### config.mk
export PLATFORM = sky130hd
export DESIGN_NAME = sdram_aref_ctrl
export DESIGN_NICKNAME = d
export VERILOG_FILES = /design/src/rtl/sdram_aref_ctrl.sv
export SDC_FILE = /design/constraint.sdc
export NUM_CORES = 1
export LEC_CHECK = 0
export BUFFER_PORTS_ARGS = -buffer_cell sky130_fd_sc_hd__buf_2
export CORE_UTILIZATION = 30
export CTS_BUF_LIST = sky130_fd_sc_hd__clkbuf_4 sky130_fd_sc_hd__clkbuf_8
export DETAILED_ROUTE_END_ITERATION = 8
export SLEW_MARGIN = 20
export SYNTH_ARGS = -nofsm -noshare
export SYNTH_HDL_FRONTEND = slang
export SYNTH_SLANG_ARGS = --single-unit
### constraint.sdc
create_clock -name sys_clk -period 2.1 [get_ports sys_clk]
set_input_delay 0.21 -clock sys_clk [delete_from_list [all_inputs] [get_ports sys_clk]]
set_output_delay 0.21 -clock sys_clk [all_outputs]
set_load 0.005 [all_outputs]
### src/rtl/sdram_aref_ctrl.sv
// SDRAM auto-refresh engine: interval timer, postponed-refresh credits,
// and a PRECHARGE-ALL + AUTO-REFRESH burst sequencer for the arbiter.
module sdram_aref_ctrl #(
    parameter int CNT_REF_MAX = 749,
    parameter int AREF_NUM    = 2,
    parameter int TRP_CLK     = 3,
    parameter int TRFC_CLK    = 8,
    parameter int MAX_PEND    = 8,
    parameter int URGENT_TH   = 6,
    parameter int ADDR_W      = 13,
    parameter int BA_W        = 2
) (
    input  logic              sys_clk,
    input  logic              sys_rst,
    input  logic              init_end,
    input  logic              aref_en,
    output logic              aref_req,
    output logic              aref_urgent,
    output logic [3:0]        aref_cmd,
    output logic [BA_W-1:0]   aref_ba,
    output logic [ADDR_W-1:0] aref_addr,
    output logic              aref_end,
    output logic [3:0]        pend_cnt,
    output logic              ovf_err
);

    localparam logic [3:0] CMD_NOP = 4'b0111;
    localparam logic [3:0] CMD_PCH = 4'b0010;
    localparam logic [3:0] CMD_REF = 4'b0001;

    localparam int CNT_W  = $clog2(CNT_REF_MAX + 1);
    localparam int WAIT_W = $clog2(TRP_CLK + TRFC_CLK);

    typedef enum logic [2:0] {
        S_IDLE,
        S_PCH,
        S_TRP,
        S_AREF,
        S_TRF,
        S_END
    } state_t;

    state_t            r_state;
    state_t            w_state_nxt;
    logic [CNT_W-1:0]  r_cnt;
    logic [WAIT_W-1:0] r_wait;
    logic [3:0]        r_ref;
    logic [3:0]        r_pend;
    logic              r_ovf;
    logic              r_req;
    logic [3:0]        r_cmd;

    logic              w_tick;
    logic              w_end;
    logic              w_grant;
    logic              w_last;
    logic              w_wait_exp;
    logic              w_in_wait;
    logic [3:0]        w_pend_nxt;
    logic              w_ovf_set;
    logic              w_req_nxt;

    assign w_tick  = init_end && (r_cnt == CNT_W'(CNT_REF_MAX));
    assign w_end   = (r_state == S_END);
    assign w_grant = (r_state == S_IDLE) && r_req && aref_en && init_end;
    assign w_last  = (r_ref == 4'(AREF_NUM));

    // The wait after the final A_REF is one cycle longer than the
    // inter-refresh wait because END itself carries aref_end.
    assign w_in_wait  = (r_state == S_TRP) || (r_state == S_TRF);
    assign w_wait_exp =
        ((r_state == S_TRP) && (r_wait == WAIT_W'(TRP_CLK - 2))) ||
        ((r_state == S_TRF) && w_last &&
         (r_wait == WAIT_W'(TRFC_CLK - 1))) ||
        ((r_state == S_TRF) && !w_last &&
         (r_wait == WAIT_W'(TRFC_CLK - 2)));

    assign aref_req    = r_req;
    assign aref_urgent = (r_pend >= 4'(URGENT_TH));
    assign aref_cmd    = r_cmd;
    assign aref_ba     = {BA_W{1'b1}};
    assign aref_addr   = {ADDR_W{1'b1}};
    assign aref_end    = w_end;
    assign pend_cnt    = r_pend;
    assign ovf_err     = r_ovf;

    // Refresh interval counter, held at zero until init completes
    always_ff @(posedge sys_clk or posedge sys_rst) begin
        if (sys_rst)
            r_cnt <= '0;
        else if (!init_end || w_tick)
            r_cnt <= '0;
        else
            r_cnt <= r_cnt + 1'b1;
    end

    // Next credit count: tick and session end cancel each other
    always_comb begin
        w_pend_nxt = r_pend;
        w_ovf_set  = 1'b0;
        if (w_tick && !w_end) begin
            if (r_pend == 4'(MAX_PEND))
                w_ovf_set = 1'b1;
            else
                w_pend_nxt = r_pend + 4'd1;
        end else if (w_end && !w_tick && (r_pend != 4'd0)) begin
            w_pend_nxt = r_pend - 4'd1;
        end
    end

    // Credit and sticky overflow registers
    always_ff @(posedge sys_clk or posedge sys_rst) begin
        if (sys_rst) begin
            r_pend <= 4'd0;
            r_ovf  <= 1'b0;
        end else begin
            r_pend <= w_pend_nxt;
            r_ovf  <= r_ovf | w_ovf_set;
        end
    end

    // Request: from IDLE on held credits, from END on remaining ones
    always_comb begin
        w_req_nxt = 1'b0;
        unique case (r_state)
            S_IDLE:  w_req_nxt = (r_pend != 4'd0) && !w_grant;
            S_END:   w_req_nxt = (w_pend_nxt != 4'd0);
            default: w_req_nxt = 1'b0;
        endcase
    end

    // Registered request to the arbiter
    always_ff @(posedge sys_clk or posedge sys_rst) begin
        if (sys_rst)
            r_req <= 1'b0;
        else
            r_req <= w_req_nxt;
    end

    // Session state register
    always_ff @(posedge sys_clk or posedge sys_rst) begin
        if (sys_rst)
            r_state <= S_IDLE;
        else
            r_state <= w_state_nxt;
    end

    // Session next-state logic
    always_comb begin
        w_state_nxt = r_state;
        unique case (r_state)
            S_IDLE: if (w_grant) w_state_nxt = S_PCH;
            S_PCH:  w_state_nxt = S_TRP;
            S_TRP:  if (w_wait_exp) w_state_nxt = S_AREF;
            S_AREF: w_state_nxt = S_TRF;
            S_TRF: begin
                if (w_wait_exp)
                    w_state_nxt = w_last ? S_END : S_AREF;
            end
            S_END:  w_state_nxt = S_IDLE;
            default: w_state_nxt = S_IDLE;
        endcase
    end

    // Wait counter, cleared on each wait exit and outside waits
    always_ff @(posedge sys_clk or posedge sys_rst) begin
        if (sys_rst)
            r_wait <= '0;
        else if (w_in_wait && !w_wait_exp)
            r_wait <= r_wait + 1'b1;
        else
            r_wait <= '0;
    end

    // Per-session refresh counter
    always_ff @(posedge sys_clk or posedge sys_rst) begin
        if (sys_rst)
            r_ref <= 4'd0;
        else if (r_state == S_IDLE)
            r_ref <= 4'd0;
        else if (r_state == S_AREF)
            r_ref <= r_ref + 4'd1;
    end

    // Command register, one cycle behind the state
    always_ff @(posedge sys_clk or posedge sys_rst) begin
        if (sys_rst)
            r_cmd <= CMD_NOP;
        else if (r_state == S_PCH)
            r_cmd <= CMD_PCH;
        else if (r_state == S_AREF)
            r_cmd <= CMD_REF;
        else
            r_cmd <= CMD_NOP;
    end

endmodule

# ---- Yosys cells after proc, flatten, opt, wreduce, memory -nomap -nowiden
# Cells that the tools add are included.
dict set report op_classes {
  addsub 5
  mux 17
  bitwise 1
  reduce_logical 29
  n_eq_ne 14
  magnitude_cmp 1
}
# operator n
set op_table {}
lappend op_table {{$mux 4} 6}
lappend op_table {{$mux 3} 6}
lappend op_table {{$pmux 3 s5} 1}
lappend op_table {{$logic_and 1x1->1} 14}
lappend op_table {{$add 4x1->4 const B} 3}
lappend op_table {{$add 10x1->10 const B} 1}
lappend op_table {{$eq 10x10->1 const B} 1}
lappend op_table {{$mux 10} 1}
lappend op_table {{$eq 4x3->1 const B} 2}
lappend op_table {{$reduce_bool 4->1} 2}
lappend op_table {{$eq 3x2->1 const B} 2}
lappend op_table {{$eq 3x3->1 const B} 2}
lappend op_table {{$logic_not 1->1} 6}
lappend op_table {{$ne 2x2->1 const B} 3}
lappend op_table {{$eq 4x1->1 const B} 1}
lappend op_table {{$eq 4x2->1 const B} 1}
lappend op_table {{$eq 4x4->1 const B} 1}
lappend op_table {{$ge 4x3->1 const B} 1}
lappend op_table {{$logic_or 1x1->1} 4}
lappend op_table {{$sub 4x1->4 const B} 1}
lappend op_table {{$eq 3x1->1 const B} 1}
lappend op_table {{$logic_not 3->1} 1}
lappend op_table {{$reduce_and 3->1} 1}
lappend op_table {{$mux 1} 2}
lappend op_table {{3 further kinds} 3}
dict set report word_totals {
  elab_cells 75
  ff_bits 31
  input_bits 4
}

# ---- Depth between registers and ports, before layout
# Gate-level depths: netlist of the first run.
dict set report depth {
  ltp_word 9
  ltp_mapped 10
  depth_no_buf 9
}

# ---- Least setup slack after synthesis of the first run
# No wires, ideal clock.
dict set report synth_timing {
  path_kind {register to register}
  start {register r_cnt[1]}
  end {register r_req, in the netlist aref_req}
  path_stages_with_launch 11
  t_required_ns 1.967
  n_path_buf 1
  period_less_slack_ns 1.947
  setup_time_ns 0.133
  path_slack_ns 0.153
  t_arrival_ns 1.815
  cell_sequence {dfrtp_1 inv_1 ha_1 and4bb_1 and4_1 buf_4 nand2_1 a221oi_2 xnor2_1 nor4_1 o22ai_1}
}
dict set report synth_via {
  elab_chain_cells 9
  word_cells_on_any_way 10
  classes_between {1 x eq/ne; 3 x mux; 6 x reduce/logical}
}
# element line_no
set synth_lines {}
lappend synth_lines {{from (decl)} 45} ;# logic [CNT_W-1:0] r_cnt;
lappend synth_lines {{from (signal assigned)} 94} ;# r_cnt <= r_cnt + 1'b1;
lappend synth_lines {{$eq 10x10->1 (*)} 63} ;# assign w_tick = init_end && (r_cnt == CNT_W'(CNT_REF_MAX));
lappend synth_lines {{$logic_and 1x1->1 (*)} 63}
lappend synth_lines {{$logic_not 1->1} 106} ;# end else if (w_end && !w_tick && (r_pend != 4'd0)) begin
lappend synth_lines {{$logic_and 1x1->1 (2 in a row)} 106}
lappend synth_lines {{$mux 4} 106}
lappend synth_lines {{$mux 4 (*)} 101} ;# if (w_tick && !w_end) begin
lappend synth_lines {{net w_pend_nxt[0]} 59} ;# logic [3:0] w_pend_nxt;
lappend synth_lines {{$reduce_bool 4->1 (*)} 127} ;# S_END: w_req_nxt = (w_pend_nxt != 4'd0);
lappend synth_lines {{$pmux 1 s2 (*)} 125} ;# unique case (r_state)
lappend synth_lines {{net w_req_nxt} 61} ;# logic w_req_nxt;
lappend synth_lines {{to (signal assigned)} 137} ;# r_req <= w_req_nxt;
lappend synth_lines {{to (decl)} 50} ;# logic r_req;
# The timed path passes the listed nets; every way through them passes the cells marked *.
# A chain may end at the register's enable or synchronous reset.

# ---- Worst setup path in the final report of the first run
# Same ends and word-level chain as after synthesis.

==> reports/results.ini, run 1 <==
[run_status]
status=finished with violations
violations=hold timing

[placement]
port_buffers=14
gp_congestion=0.870
placed_area_sq_um=1900
hpwl_um=2350

[setup_path]
cp_num_buf_inv=1
startpoint=r_cnt[1]
cp_cell_sequence=inv_1, ha_1, and4bb_1, and4_4, nor3_1, a41oi_1, o21ai_0, nor4_1, o22ai_1
startpoint_type=flop
worstRegToRegCells=9
cp.arrival_ps=2150
path_depth=9
path_max_fanout=6
worstSetupPathType=reg2reg
cp.required_ps=2270
cp-end-kind=flop
slowest_stage=dfrtp_1
r2r_start=r_cnt[1]
cpLargestDelayFamily=simple AND/OR/NAND/NOR gates
slowest_delay_ps=370

[drt]
wl_um=3340
met3WireLength_um=151
top_layer_used=met4
met1_length_um=1640
avgViaCountPerCell=4.77
wl_met2_um=1470
firstDrtPassIters=4
antenna_left=0
drc=0
drt_iter0_drc=125
post_drt_wl_per_cell_um=11.7
vias=1363

[global_route]
grt_pass1_vias=1257
grt_pass1_wl_um=5820
grt_overflow=0
grt_max_degree=31
antenna_found_initial=0
gr-usage-all-layers=0.122

[floorplan]
die_width_um=78.7
start_util=0.317
io_pins=31
core_sq_um=5570
fp.dieH_um=78.7
rows=27
die-area_sq_um=6200

[final_layout]
layout-drive-gt1-share=0.206
multi_input_comb_area_sq_um=898
nNetsFinal=227
n_antenna_cell=0
area_growth_pct=14.7
nFillCells=574
final_area_sq_um=2020
seq_area_sq_um=754

[synthesis]
synth_top_area_cell=dfrtp_1
synthArstFlopShare=1.00
seq_area_frac_synth=0.427
synthSimpleGateAreaFrac=0.200
synth-xor-area-share=0.0546
syn_avg_cell_area_sq_um=9.34
synth_top_family_by_area=simple AND/OR/NAND/NOR gates
yosysUniqueCellTypes=46
synth_most_common_cell=dfrtp_1
synthMuxAreaShare=0.0113
synth_fa_ha_area_frac=0.0709
syn_inst=189
synth_compound_area_frac=0.124
ys_ff_latch=30
yosysTopAreaCellShare=0.383
synth_common_cells=dfrtp_1, nor2_1, buf_4, nand2_1, o21ai_0
synth_area_leaders=dfrtp_1, buf_4, ha_1
synth_edf_count=0
synth_ff_type=dfrtp_1
synth_area_sq_um=1770
yosysWarnings=0

[clocking]
clock_latency_ps=280
cts_sinks=30
clk_path_buf_depth=2
cts_root_buf=clkbuf_8
cts_tree=yes
clk_pin_slew_ps=70
htree_levels=2
hold_buffers=0
numCtsBuffers=5

[power_and_ir_drop]
fin_total_pwr_w=0.00202
p_leak_nw=0.936
power_density_nw_per_um2=1000
irDropWorstVdd_uv=374

[timing]
rsz0062_at_grt=yes
slew_violations=0
final_hold_viol_count=13
skew_ps=6.54
setup_viol=0
max_freq_ghz=0.504
finalCriticalPeriod_ps=1980
holdWs_ps=-7.90
fin_crit_sh=0.945

[run]
drv_cap=0

[min_path]
min-delay-path-class=in2async

## final timing paths
| kind | endpoint | slack (ps) |
|---|---|---|
| setup / recovery | aref_req | 120 |
| hold / removal | r_wait[0] | -8 |
| setup reg to reg | aref_req | 120 |
| hold reg to reg | ovf_err | 460 |
| max in group asynchronous | aref_cmd[0] | 1780 |
| min in group sys_clk | r_cnt[8] | 210 |
## timing repair
action / 4_1_cts / 5_1_grt
setup buffers: 0 / 0
resized for setup: 1 / 7
pin swaps: 0 / 4
endpoints found under the setup margin: 1 / 2
## where the power goes
part / total, W / switching (W) / internal (W)
sequential: 0.000844 / 0.000139 / 0.000705
combinational: 0.000683 / 0.000387 / 0.000296
clock: 0.000497 / 0.000220 / 0.000277
total: 0.00202 / 0.000746 / 0.00128
## per-layer routing
| layer | track usage | up-vias |
|---|---|---|
| li1 | - | 662 |
| met1 | 0.161 | 657 |
| met2 | 0.181 | 37 |
| met3 | 0.0276 | 7 |
| met4 | 0.0722 | 0 |
| met5 | 0 | - |
## cell usage in the layout (no fill, tap or decap), types with 3 or more instances in the layout
cell type / n
inv_1: 11
nor3_1: 4
nand2_1: 13
xor2_1: 6
ha_1: 10
nand3_1: 10
nor2_1: 19
and2_1: 3
nand4_1: 3
dfstp_2: 3
xnor2_1: 5
conb_1: 16
a21oi_1: 5
clkbuf_8: 6
buf_4: 9
buf_2: 14
o21ai_0: 12
dfrtp_1: 27
## flip-flops by register name (all words and copies together) (netlist names)
| name | flops |
|---|---|
| r_cnt | 10 |
| pend_cnt | 4 |
| r_ref | 4 |
| r_wait | 4 |
| aref_cmd | 3 |
| r_state | 3 |
| aref_req | 1 |
| ovf_err | 1 |
## cells by family after synthesis
family,after synthesis
other,2
adder cells (fa/ha/maj),10
buffers and inverters,33
multiplexers,2
AO/OA/AOI/OAI,33
AND/OR/NAND/NOR,68
XOR/XNOR,11
flip-flops,30
## cell type report
type,instances,share of cell area
sequential,30,0.373
inverter,13,0.0241
clock inverter,1,0.00247
tap,72,0.0445
multi-input combinational,140,0.444
timing repair buffer,23,0.0680
clock buffer,7,0.0445
## worst min-delay path, cell delays in order
cell,delay (ps)
buf_2,90
inv_1,40
buf_4,350
## stage by stage
stage	cells	setup slack (ps)	util	hold slack, ps	TNS (ps)
after floorplan	203	153	-	299	0
after global placement	278	109	0.342	315	0
after detailed placement	278	-1.77	0.342	316	-1.77
after CTS	286	7.63	0.359	5.91	0
after global routing	286	-65.6	0.363	28.7	-65.6
final	286	115	0.363	-7.90	0
Note: power is estimated with default switching activity, not from simulation.
==> run 2, diff against run 1 <==
BUFFER_PORTS_ARGS = unset   (was -buffer_cell sky130_fd_sc_hd__buf_2)
CORE_MARGIN = 3   (was unset)
DONT_BUFFER_PORTS = 1   (was unset)
==> run 2 against run 1 <==
  * The flow now finishes without violations
  * Global-route usage is 0.76 points lower
  * Design area is 0.93% lower
  * Clock power is 2% lower
  * Combinational power hardly changed
  * Count of clock-buffer cells in the layout is 1 higher
  * Wire length is 3.2% higher
  * Largest cell class unchanged
  * Sequential share of layout area is 0.35 points higher
  * Worst hold slack better by 71 ps
  * Setup slack better by 3.3 ps
  * Cell count is 2.8% lower
  * Highest routed layer unchanged
  * Critical path depth is 1 lower
==> reports/results.ini, run 2 (synthesis gave the netlist of run 1 again) <==
[placement]
pre_cts_slack_ps=8.49  ; +10.3 ps
placed_cells=268  ; -3.6%
gp_congestion=0.834  ; -4.2%
hpwl_um=2500  ; +6.2%
port_buffers=0  ; -14

[setup_path]
cpLargestDelayFamily=simple AND/OR/NAND/NOR gates
reg2reg_setup_slack_ps=120  ; about the same
cp_num_buf_inv=0  ; -1
cp-end-kind=flop
cp.arrival_ps=2140  ; about the same
startpoint=r_cnt[0]
startpoint_type=flop
reg2reg_to=aref_req
r2r_start=r_cnt[0]
cp.required_ps=2260  ; about the same
cp_cell_sequence=ha_1, and4bb_1, nand4_1, nand2_1, o211ai_1, o21ai_0, nor4_2, o22ai_1
path_max_fanout=4  ; -2
worstSetupPathType=reg2reg
worstRegToRegCells=8  ; -1
slowest_delay_ps=380  ; about the same
path_depth=8  ; -1
cp-endpoint=aref_req
slowest_stage=dfrtp_1

[clocking]
cts_tree=yes
cts_sinks=30  ; unchanged
clk_pin_slew_ps=70  ; about the same
cts_root_buf=clkbuf_8
htree_levels=2  ; unchanged
clock_latency_ps=280  ; about the same
numCtsBuffers=5  ; unchanged
clk_path_buf_depth=2  ; unchanged

[final_layout]
largest_reg_flops=10  ; unchanged
area_growth_pct=13.6
layout-drive-gt1-share=0.175  ; -0.0309
layout_commonest_cell=dfrtp_1
nFillCells=602  ; +4.9%
final_util=0.358  ; -0.00553
fin_cells=278  ; -2.8%
top_register=r_cnt
n_antenna_cell=0  ; unchanged
final_cell_mix=dfrtp_1, nor2_1, conb_1
nNetsFinal=219  ; -3.5%

[floorplan]
io_pins=31  ; unchanged
fp.dieH_um=82.7  ; +5.1%
rows=27  ; unchanged
core_sq_um=5610  ; +0.61%
die-area_sq_um=6840  ; +10%
start_util=0.315  ; -0.00191
die_width_um=82.7  ; +5.1%

[global_route]
grt_max_degree=22  ; -29%
grt_pass1_vias=1241  ; -1.3%
grt_overflow=0  ; unchanged
gr-usage-all-layers=0.114  ; -0.00759
antenna_found_initial=0  ; unchanged
grt_pass1_wl_um=5840  ; +0.36%

[power_and_ir_drop]
p_leak_nw=0.915  ; -2.2%
irDropWorstVdd_uv=324  ; -13%
fin_total_pwr_w=0.00200  ; -1.0%
power_density_nw_per_um2=999  ; -0.11%

[timing]
finalWorstSetupSlack_ps=118  ; +3.25 ps
setup_viol=0  ; unchanged
holdWs_ps=63.0  ; +70.9 ps
slew_violations=0  ; unchanged
fin_crit_sh=0.944  ; -0.00155
max_freq_ghz=0.505  ; +0.16%
final_hold_viol_count=0  ; -13
skew_ps=6.31  ; -0.235 ps
rsz0062_at_grt=yes
finalCriticalPeriod_ps=1980  ; -3.25 ps

[drt]
firstDrtPassIters=4  ; unchanged
post_drt_wl_per_cell_um=12.4  ; +6.2%
vias=1309  ; -4.0%
avgViaCountPerCell=4.71  ; -1.2%
drt_iter0_drc=57  ; -54%
wl_um=3450  ; +3.2%
antenna_left=0  ; unchanged
drc=0  ; unchanged

[min_path]
min-delay-path-class=in2reg

[run_status]
status=complete, no violations

[run]
drv_cap=0  ; unchanged

run 2: how the worst min path moves through the flow:
stage / cells past startpoint / startpoint / end
global placement: 1 / sys_rst / r_cnt[3]
CTS: 1 / init_end / r_cnt[8]
global route: 1 / init_end / r_cnt[8]
floorplan: 1 / sys_rst / aref_req
finish: 1 / init_end / r_cnt[8]
detailed placement: 1 / sys_rst / r_cnt[3]
run 2: stage by stage:
| step | cell area, sq um | TNS [ps] |
|---|---|---|
| after CTS | 1970 | 0 |
| after detailed placement | 1860 | 0 |
| after floorplan | 1820 | 0 |
| after global routing | 2010 | -48.1 |
| final | 2010 | 0 |
| after global placement | 1860 | 0 |
run 2: cell type report:
type                            count  area [sq um]  area share
Multi-Input combinational cell    140           906       0.452
Sequential cell                    30           754       0.376
Timing Repair Buffer               15           115      0.0574
Clock buffer                        8          91.3      0.0455
Tap cell                           72          90.1      0.0449
Inverter                           13          48.8      0.0243
run 2: worst register-to-register path, cell delays in order (launching register included):
cell      delay, ps
dfrtp_1         380
ha_1            200
and4bb_1        230
nand4_1         180
nand2_1         130
o211ai_1        180
o21ai_0         170
nor4_2          290
o22ai_1         110
run 2: routing by layer:
layer	vias up	share of wire	routed length (um)	global-route usage
li1	647	-	-	-
met2	27	0.44	1500	0.165
met1	627	0.49	1680	0.152
met4	0	0.021	72	0.0588
met5	-	0	0	0
met3	8	0.055	189	0.0358
run 2: where the power goes:
group | total, W | internal (W) | leakage (nW) | switching [W]
combinational | 0.000682 | 0.000287 | 0.486 | 0.000395
sequential | 0.000835 | 0.000706 | 0.380 | 0.000128
clock | 0.000487 | 0.000274 | 0.0498 | 0.000213
run 2: timing repair:
action | in CTS | in global routing
setup endpoints to repair | 1 | 2
gates resized for setup | 1 | 9
pin swaps | 0 | 4
buffers inserted | 0 | 1
hold buffers | 1 | 0
hold endpoints to repair | 8 | 0
==> run 3, diff against run 2 <==
RECOVER_POWER = 25   (was unset)
SETUP_SLACK_MARGIN = 0.2   (was unset)
==> run 3 against run 2 <==
  * Register-to-register slack worse by 40 ps
  * Combinational power is 13% higher
  * Cell count is 1.1% higher
  * Flip-flop and latch count stayed put
  * Wire length is 4.7% higher
  * Clock power is 3% lower
  * Critical path type unchanged
  * Highest routed layer unchanged
==> reports/results.ini, run 3 (synthesis gave the netlist of run 1 again) <==
[final_layout]
final_cell_mix=dfrtp_1, nor2_1, conb_1, buf_4, nand2_1
nFillCells=593  ; -1.5%
seq_area_sq_um=754  ; unchanged
fin_cells=281  ; +1.1%
top_register=r_cnt
multi_input_comb_area_sq_um=940  ; +3.7%
n_antenna_cell=0  ; unchanged
layout_commonest_cell=dfrtp_1
layout-drive-gt1-share=0.220  ; +0.0453
area_growth_pct=16.6
largest_reg_flops=10  ; unchanged
nNetsFinal=222  ; +1.4%

[clocking]
clk_path_buf_depth=2  ; unchanged
cts_sinks=30  ; unchanged
clk_pin_slew_ps=80  ; about the same
numCtsBuffers=5  ; unchanged
cts_tree=yes
htree_levels=2  ; unchanged
cts_root_buf=clkbuf_8
clock_latency_ps=290  ; about the same

[setup_path]
path_max_fanout=3  ; -1
cp-end-kind=flop
reg2reg_setup_slack_ps=80  ; -40 ps
worstSetupPathType=reg2reg
startpoint_type=flop
cp.arrival_ps=2190  ; +50 ps
cp.required_ps=2260  ; about the same

[drt]
avgViaCountPerCell=4.66  ; -1.1%
wl_met2_um=1670  ; +11%
drc=0  ; unchanged
met3WireLength_um=192  ; +1.6%
vias=1309  ; unchanged
antenna_left=0  ; unchanged
drt_iter0_drc=79  ; +39%
wl_um=3610  ; +4.7%
firstDrtPassIters=4  ; unchanged
met1_length_um=1680  ; unchanged
post_drt_wl_per_cell_um=12.8  ; +3.6%
top_layer_used=met4

[placement]
gp_congestion=0.840  ; +0.72%
placed_cells=264  ; -1.5%
port_buffers=0  ; unchanged
hpwl_um=2390  ; -4.2%

[min_path]
min-delay-path-class=in2reg

[floorplan]
die_width_um=82.7  ; unchanged
die-area_sq_um=6840  ; unchanged
io_pins=31  ; unchanged
core_sq_um=5610  ; unchanged
rows=27  ; unchanged
fp.dieH_um=82.7  ; unchanged
start_util=0.315  ; unchanged

[timing]
finalCriticalPeriod_ps=2020  ; +41.9 ps
worst_pin_slew_ps=768
slew_violations=0  ; unchanged
relSlewSlack=0.488
fin_crit_sh=0.964  ; +0.0199
final_hold_viol_count=0  ; unchanged
setup_viol=0  ; unchanged
skew_ps=10.9  ; +4.61 ps
max_freq_ghz=0.494  ; -2.1%
rsz0062_at_grt=yes

[power_and_ir_drop]
seq_power_share=0.398  ; -0.019
p_leak_nw=0.929  ; +1.5%
fin_total_pwr_w=0.00206  ; +3.1%
p_switching_w=0.000802  ; +8.9%
irDropWorstVdd_uv=320  ; -1.2%
combPwrFrac=0.373  ; +0.033
power_density_nw_per_um2=1000  ; +0.44%
cellInternalPower_w=0.00126  ; -0.34%
pwr-share-clk=0.229  ; -0.014
swShare=0.388  ; +0.0209

[run_status]
status=complete, no violations

[global_route]
gr-usage-all-layers=0.119  ; +0.00509
grt_overflow=0  ; unchanged
grt_max_degree=31  ; +41%
antenna_found_initial=0  ; unchanged
grt_pass1_vias=1273  ; +2.6%
grt_pass1_wl_um=6070  ; +3.8%

[run]
drv_cap=0  ; unchanged

## run 3: critical path: stages, from the launching register on
cell	delay [ps]
dfrtp_1	390
ha_2	180
and4bb_1	220
nand4_1	200
nand2_2	110
a221oi_2	300
xnor2_1	120
nor4_1	260
o22ai_1	120
## run 3: metrics by stage
stage,setup slack [ps],hold WS [ps],util,instance area [sq um],setup TNS [ps]
2_1_floorplan,209,299,-,1820,0
3_5_place_dp,-12.1,212,0.327,1830,-12.1
4_1_cts,105,31.0,0.354,1990,0
6_report,76.4,41.0,0.367,2060,0
5_1_grt,-80.9,32.7,0.367,2060,-80.9
3_3_place_gp,39.1,212,0.327,1830,0
## run 3: timing repair
action,4_1_cts,5_1_grt
pin swaps,3,12
setup buffers,4,4
endpoints found under the hold margin,27,0
hold buffers,1,0
gates resized for setup,7,15
setup endpoints to repair,2,10
## run 3: path summary, 6_finish.rpt
kind | cells past startpoint | start | endpoint
min reg2reg | 2 | ovf_err | ovf_err
min in group asynchronous | 3 | sys_rst | r_cnt[7]
min | 1 | init_end | r_cnt[8]
max | 8 | r_cnt[0] | aref_req
max reg2reg | 8 | r_cnt[0] | aref_req
max in group asynchronous | 3 | sys_rst | r_state[1]
## run 3: cell type report
| type | count | share of cell area |
|---|---|---|
| tap | 72 | 0.0438 |
| sequential | 30 | 0.367 |
| clock inverter | 3 | 0.0103 |
| clock buffer | 5 | 0.0334 |
| timing repair buffer | 18 | 0.0657 |
| inverter | 13 | 0.0237 |
| multi-input combinational | 140 | 0.457 |
## run 3: power by group through the flow
stage | clock network [W] | registers, W | logic [W]
2_1_floorplan | 0 | 0.000803 | 0.000518
3_3_place_gp | 0 | 0.000836 | 0.000659
3_5_place_dp | 0 | 0.000836 | 0.000654
4_1_cts | 0.000497 | 0.000822 | 0.000696
5_1_grt | 0.000518 | 0.000847 | 0.000878
6_report | 0.000472 | 0.000822 | 0.000770
## run 3: per-layer routing
metal,global-route usage,up-vias
li1,-,651
met1,0.150,622
met2,0.183,30
met3,0.0412,6
met4,0.0539,0
met5,0,-
